===== config.mk =====
export PLATFORM = sky130hd
export DESIGN_NAME = rc4_crack_core
export DESIGN_NICKNAME = d
export VERILOG_FILES = /design/src/rtl/rc4_crack_core.sv
export SDC_FILE = /design/constraint.sdc
export NUM_CORES = 2
export LEC_CHECK = 0
export CORE_ASPECT_RATIO = 0.5
export CORE_UTILIZATION = 25
export DETAILED_ROUTE_END_ITERATION = 12
export PLACE_DENSITY = 0.45
export REMOVE_ABC_BUFFERS = 1
export SETUP_SLACK_MARGIN = 0.5
export SLEW_MARGIN = 20
export SYNTH_ARGS = -nofsm -noshare
export SYNTH_HDL_FRONTEND = slang
export SYNTH_SLANG_ARGS = --single-unit

===== constraint.sdc =====
create_clock -name clk_i -period 10.5 [get_ports clk_i]
set_clock_uncertainty 0.2 [all_clocks]
set_input_delay 2.625 -clock clk_i [delete_from_list [all_inputs] [get_ports clk_i]]
set_output_delay 2.625 -clock clk_i [all_outputs]
set_load 0.1 [all_outputs]

===== src/rtl/rc4_crack_core.sv =====
// RC4 brute-force key search: for each key runs S-box init, key schedule and PRGA decrypt of a
// ciphertext ROM, stopping on the first key whose plaintext is all lowercase letters or spaces.
module rc4_crack_core #(
    parameter int unsigned                KEY_BYTES  = 3,
    parameter int unsigned                MSG_LEN    = 32,
    parameter logic [8*KEY_BYTES-1:0]     KEY_START  = '0,
    parameter logic [8*KEY_BYTES-1:0]     KEY_STRIDE = (8*KEY_BYTES)'(1),
    parameter logic [8*KEY_BYTES-1:0]     KEY_MAX    = (8*KEY_BYTES)'(32'h3FFFFF),
    localparam int unsigned               KW         = 8 * KEY_BYTES,
    localparam int unsigned               AW         = (MSG_LEN > 1) ? $clog2(MSG_LEN) : 1
) (
    input  logic          clk_i,
    input  logic          reset_ni,
    input  logic          start_i,
    input  logic          stop_i,
    output logic [AW-1:0] rom_addr_o,
    output logic          rom_rden_o,
    input  logic [7:0]    rom_q_i,
    output logic [AW-1:0] res_addr_o,
    output logic [7:0]    res_data_o,
    output logic          res_wren_o,
    output logic [KW-1:0] cur_key_o,
    output logic [KW-1:0] found_key_o,
    output logic          busy_o,
    output logic          success_o,
    output logic          failure_o
);

    localparam logic [AW-1:0] KLast = AW'(MSG_LEN - 1);
    localparam int unsigned   NW    = (KEY_BYTES > 1) ? $clog2(KEY_BYTES) : 1;
    localparam logic [NW-1:0] NLast = NW'(KEY_BYTES - 1);

    typedef enum logic [3:0] {
        StIdle,
        StInit,
        StShRd,
        StShJ,
        StShWrI,
        StShWrJ,
        StDcRd,
        StDcJ,
        StDcWrI,
        StDcWrJ,
        StDcT,
        StDcOut
    } state_e;

    state_e        state_q;
    logic [7:0]    i_q, j_q, si_q, sj_q;
    logic [NW-1:0] n_q;
    logic [AW-1:0] k_q;
    logic [KW-1:0] cur_key_q, found_key_q;
    logic          busy_q, success_q, failure_q;
    logic          rom_rden_q, res_wren_q;
    logic [AW-1:0] rom_addr_q, res_addr_q;
    logic [7:0]    res_data_q;

    logic [7:0]    sbox_q [256];
    logic [7:0]    sbox_rdata_q;
    logic          sbox_we;
    logic [7:0]    sbox_waddr, sbox_wdata, sbox_raddr;

    logic [7:0]    j_next, key_byte, plain;
    logic          plain_ok;
    logic [KW:0]   key_next;

    always_comb begin
        key_byte = '0;
        for (int b = 0; b < int'(KEY_BYTES); b++) begin
            if (int'(n_q) == b) key_byte = cur_key_q[KW-1-8*b -: 8];
        end
        j_next = j_q + sbox_rdata_q;
        if (state_q == StShJ) j_next = j_next + key_byte;
        plain    = sbox_rdata_q ^ rom_q_i;
        plain_ok = (plain == 8'h20) || ((plain >= 8'h61) && (plain <= 8'h7A));
        // Extra top bit catches KW-bit wrap-around of the next key.
        key_next = {1'b0, cur_key_q} + {1'b0, KEY_STRIDE};

        sbox_we    = 1'b0;
        sbox_waddr = i_q;
        sbox_wdata = i_q;
        sbox_raddr = i_q;
        case (state_q)
            StInit: sbox_we = 1'b1;
            StShJ, StDcJ: sbox_raddr = j_next;
            StShWrI, StDcWrI: begin
                sbox_we    = 1'b1;
                sbox_wdata = sbox_rdata_q;
            end
            StShWrJ, StDcWrJ: begin
                sbox_we    = 1'b1;
                sbox_waddr = j_q;
                sbox_wdata = si_q;
            end
            // Read S[t] only after both swap writes have landed.
            StDcT: sbox_raddr = si_q + sj_q;
            default: ;
        endcase
    end

    always_ff @(posedge clk_i) begin
        if (sbox_we) sbox_q[sbox_waddr] <= sbox_wdata;
        sbox_rdata_q <= sbox_q[sbox_raddr];
    end

    always_ff @(posedge clk_i or negedge reset_ni) begin
        if (!reset_ni) begin
            state_q     <= StIdle;
            i_q         <= '0;
            j_q         <= '0;
            si_q        <= '0;
            sj_q        <= '0;
            n_q         <= '0;
            k_q         <= '0;
            cur_key_q   <= KEY_START;
            found_key_q <= '0;
            busy_q      <= 1'b0;
            success_q   <= 1'b0;
            failure_q   <= 1'b0;
            rom_rden_q  <= 1'b0;
            rom_addr_q  <= '0;
            res_wren_q  <= 1'b0;
            res_addr_q  <= '0;
            res_data_q  <= '0;
        end else begin
            rom_rden_q <= 1'b0;
            res_wren_q <= 1'b0;
            if (busy_q && stop_i) begin
                state_q <= StIdle;
                busy_q  <= 1'b0;
            end else begin
                case (state_q)
                    StIdle: begin
                        if (start_i && !stop_i) begin
                            success_q   <= 1'b0;
                            failure_q   <= 1'b0;
                            found_key_q <= '0;
                            cur_key_q   <= KEY_START;
                            busy_q      <= 1'b1;
                            i_q         <= '0;
                            state_q     <= StInit;
                        end
                    end
                    StInit: begin
                        i_q <= i_q + 8'd1;
                        if (i_q == 8'hFF) begin
                            j_q     <= '0;
                            n_q     <= '0;
                            state_q <= StShRd;
                        end
                    end
                    StShRd: state_q <= StShJ;
                    StShJ: begin
                        si_q    <= sbox_rdata_q;
                        j_q     <= j_next;
                        state_q <= StShWrI;
                    end
                    StShWrI: begin
                        sj_q    <= sbox_rdata_q;
                        state_q <= StShWrJ;
                    end
                    StShWrJ: begin
                        n_q <= (n_q == NLast) ? '0 : n_q + 1'b1;
                        if (i_q == 8'hFF) begin
                            i_q     <= 8'd1;
                            j_q     <= '0;
                            k_q     <= '0;
                            state_q <= StDcRd;
                        end else begin
                            i_q     <= i_q + 8'd1;
                            state_q <= StShRd;
                        end
                    end
                    StDcRd: state_q <= StDcJ;
                    StDcJ: begin
                        si_q    <= sbox_rdata_q;
                        j_q     <= j_next;
                        state_q <= StDcWrI;
                    end
                    StDcWrI: begin
                        sj_q    <= sbox_rdata_q;
                        state_q <= StDcWrJ;
                    end
                    StDcWrJ: begin
                        rom_rden_q <= 1'b1;
                        rom_addr_q <= k_q;
                        state_q    <= StDcT;
                    end
                    StDcT: state_q <= StDcOut;
                    StDcOut: begin
                        res_wren_q <= 1'b1;
                        res_addr_q <= k_q;
                        res_data_q <= plain;
                        if (!plain_ok) begin
                            if (key_next[KW] || (key_next[KW-1:0] > KEY_MAX)) begin
                                failure_q <= 1'b1;
                                busy_q    <= 1'b0;
                                state_q   <= StIdle;
                            end else begin
                                cur_key_q <= key_next[KW-1:0];
                                i_q       <= '0;
                                state_q   <= StInit;
                            end
                        end else if (k_q == KLast) begin
                            found_key_q <= cur_key_q;
                            success_q   <= 1'b1;
                            busy_q      <= 1'b0;
                            state_q     <= StIdle;
                        end else begin
                            i_q     <= i_q + 8'd1;
                            k_q     <= k_q + 1'b1;
                            state_q <= StDcRd;
                        end
                    end
                    default: state_q <= StIdle;
                endcase
            end
        end
    end

    assign rom_addr_o  = rom_addr_q;
    assign rom_rden_o  = rom_rden_q;
    assign res_addr_o  = res_addr_q;
    assign res_data_o  = res_data_q;
    assign res_wren_o  = res_wren_q;
    assign cur_key_o   = cur_key_q;
    assign found_key_o = found_key_q;
    assign busy_o      = busy_q;
    assign success_o   = success_q;
    assign failure_o   = failure_q;

endmodule


==> impl_metrics.ini <==
[power_and_ir_drop]
power_leakage_uw = 0.03406
seq_power_share = 0.345
p_clk_frac = 0.243
p_comb_frac = 0.412
power.switching_uw = 13820
switching_share = 0.4245
pwr_density_cell_nw_per_um2 = 317.6
p_int_uw = 18730
ir_drop_uv = 430.1

[sta]
max_slew_margin = 0.09650
timing.fmax_ghz = 0.1334
hold_ws_ns = 0.2720
final.setup.tns_ns = 0
rsz0062_at_grt = no
setup_violations = 0
hold_violations = 0
min_period_over_period = 0.7137
worst_pin_slew_ns = 1.336
final_max_slew_viol_count = 0
period_minus_slack_ns = 7.494

[clock_network]
cts_max_path_buffers = 4
clkTransAtPathRegs_ns = 0.06
hold_buffers = 0
postCtsSetupRepairBufs = 0
cts-htree-levels = 4
cts_tree = yes
cts-root-buf = clkbuf_16
cts_buffers = 227
clk_latency_ns = 0.89
cts_resized = 0
cts_sinks = 2170

[routing]
antenna_left = 0
vias = 58160
vias_per_cell = 4.895
first_pass_iters = 6
wl_per_cell_um = 25.27
drtIter0Drc = 5827
drc_errors = 0
drt-total-wl_mm = 300.3

[die]
core_um2 = 354000
die_area_um2 = 360000
die_w_um = 847.5
die_y_um = 424.8
num_rows = 154
initial_core_util = 0.2525
io_pins = 83

[placed_design]
hpwlAfterDp_mm = 173.4
portBuffers = 82
gp_congestion = 0.8177

[flow_run]
maxCapViolCount = 0

[grt]
grt_max_degree = 189
antenna_found_initial = 14
grt_pass1_wl_mm = 429.3
grt_pass1_vias = 55900
grt_usage = 0.1613
grt_overflow = 0

[synth]
async_reset_ff_frac = 0.05253
synth_seq_cells = 2170
syn-mean-instance-area_um2 = 12.80
ys_types = 81
yosysSeqAreaShare = 0.7219
synth_warnings = 0
synth-edff-count = 2048
netlist_instances = 6984
synth_ff_type = edfxtp_1
synth_area_um2 = 89360

[critical_path]
timing.rr.end = sbox_rdata_q[0]$_DFF_P_
worstSetupPathType = reg -> reg
critPathBufInv = 2
critPathSlowestCell = nand2_8
end_kind = register
reg2reg_depth = 17
cp_cell_sequence = nor2b_1 > nand2_1 > o21ai_0 > ha_1 > inv_1 > fa_1 > nor2b_1 > o32a_4 > nand2_8 > buf_12 > a211oi_1 > a311oi_1 > a31oi_1 > a32o_1 > a311oi_1 > a31oi_1 > nor4_1
cp.depth = 17
critical_path_arrival_ns = 8.02
crit_path_max_fanout = 113
max_stage_delay_ns = 0.75
crit_family = compound AO/OA/AOI/OAI gates
r2r_start = n_q[0]$_DFFE_PN0P_
required_ns = 11.02
start_kind = register
rrSetupSlack_ns = 3.01

[finish]
nFillCells = 35930
area_delta_synth_final_pct = 14.68
ff_latch_area_um2 = 64510
layout-drive-gt1-share = 0.07596
multiInputGateArea_um2 = 22710
layout_common_cells = edfxtp_1 (2,048), nand2_1 (1,821), nand3_1 (519), nor2_1 (349), and3_1 (285)
finalNetCount = 6983
final_common_cell = edfxtp_1

[hold_path]
hold_end = rom_addr_o[3]$_DFFE_PN0P_
min-delay-start = rom_addr_o[3]$_DFFE_PN0P_
min_path_cells = 2
worstHoldPathType = reg -> reg

[run_status]
status = completed
-- worst max-delay path by stage --
stage | start | end | slack [ns]
2_1_floorplan | state_q[0]$_DFFE_PN0P_ | sbox_rdata_q[0]$_DFF_P_ | -7.63
3_3_place_gp | n_q[0]$_DFFE_PN0P_ | sbox_rdata_q[5]$_DFF_P_ | 2.38
3_5_place_dp | n_q[0]$_DFFE_PN0P_ | sbox_rdata_q[4]$_DFF_P_ | 3.28
4_1_cts | n_q[0]$_DFFE_PN0P_ | sbox_rdata_q[4]$_DFF_P_ | 3.29
5_1_grt | n_q[0]$_DFFE_PN0P_ | sbox_rdata_q[0]$_DFF_P_ | 2.75
6_report | n_q[0]$_DFFE_PN0P_ | sbox_rdata_q[0]$_DFF_P_ | 3.01
-- power groups by stage --
| stage | Clock (uW) | Combinational (uW) | Sequential, uW |
|---|---|---|---|
| finish | 7910 | 13400 | 11200 |
| detailed placement | 0 | 13400 | 11400 |
| global placement | 0 | 13400 | 11400 |
| floorplan | 0 | 8570 | 12100 |
| CTS | 8050 | 13400 | 11200 |
| global route | 8380 | 14300 | 11200 |
-- synthesized netlist by cell type (all sizes together) (23+ instances only) --
library cell | n | area [um^2]
a32oi | 36 | 315.3
a22o | 25 | 219.0
a22oi | 28 | 210.2
clkbuf | 183 | 689.4
dfrtp | 114 | 2853
nor2 | 365 | 1380
a211oi | 170 | 1281
mux2 | 27 | 304.0
a31oi | 223 | 1395
nand2 | 1840 | 6914
o22ai | 23 | 150.1
o21ai | 67 | 335.3
ha | 26 | 325.3
nand3 | 520 | 2603
nand4 | 24 | 150.1
a311oi | 160 | 1401
xnor2 | 24 | 210.2
and3 | 285 | 1783
buf | 313 | 1714
edfxtp | 2048 | 61500
mux2i | 40 | 400.4
a21boi | 28 | 210.2
nor4 | 25 | 175.2
a21oi | 85 | 425.4
nor3 | 41 | 210.2
-- cell type report --
type                       count  area share
tap                         4758     0.05809
clock inverter                94    0.008070
clock buffer                 315     0.06055
multi-input combinational   4300      0.2216
sequential                  2170      0.6295
timing repair buffer         225     0.02152
inverter                      18   0.0006593
antenna                        1  0.00002442
-- layer usage --
| metal | wire (um) | track usage | share of wire |
|---|---|---|---|
| met1 | 138600 | 0.2348 | 0.46 |
| met2 | 136400 | 0.2539 | 0.45 |
| met3 | 18790 | 0.02422 | 0.063 |
| met4 | 6453 | 0.03631 | 0.021 |
| met5 | 0 | 0 | 0 |
-- sequential cells by signal, indices dropped and copies added, names as in the netlist, 8 cells and up --
| name | cells |
|---|---|
| sbox_q | 2048 |
| si_q | 8 |
| sbox_rdata_q | 8 |
| i_q | 8 |
| j_q | 8 |
| res_data_o | 8 |
| found_key_o | 24 |
| cur_key_o | 24 |
| sj_q | 8 |
-- cells by family (layout without fill, tap and decap cells) --
| family | count (synthesis) | in the layout | share of synthesized area |
|---|---|---|---|
| compound gates | 952 | 952 | 0.07703 |
| xor+xnor | 40 | 40 | 0.003920 |
| fa+ha+maj | 29 | 29 | 0.004312 |
| buf+inv | 514 | 652 | 0.02765 |
| flops | 2170 | 2170 | 0.7219 |
| mux | 68 | 68 | 0.008135 |
| other cells | 0 | 1 | 0 |
| simple gates | 3211 | 3211 | 0.1571 |
-- metrics by stage --
step	power [uW]	util	cells	setup slack [ns]	instance area, um^2
floorplan	20650	-	6488	-7.630	86960
global placement	24780	0.2694	11470	2.377	95350
detailed placement	24820	0.2697	11470	3.280	95450
CTS	32720	0.2895	11880	3.289	102500
global route	33910	0.2895	11880	2.746	102500
finish	32550	0.2895	11880	3.006	102500
-- tightest hold or removal path, stage by stage (launching register included) --
cell	delay (ns)
dfrtp_1	0.34
nand2_1	0.05
nand2_1	0.05
(Power assumes the default switching activity.)
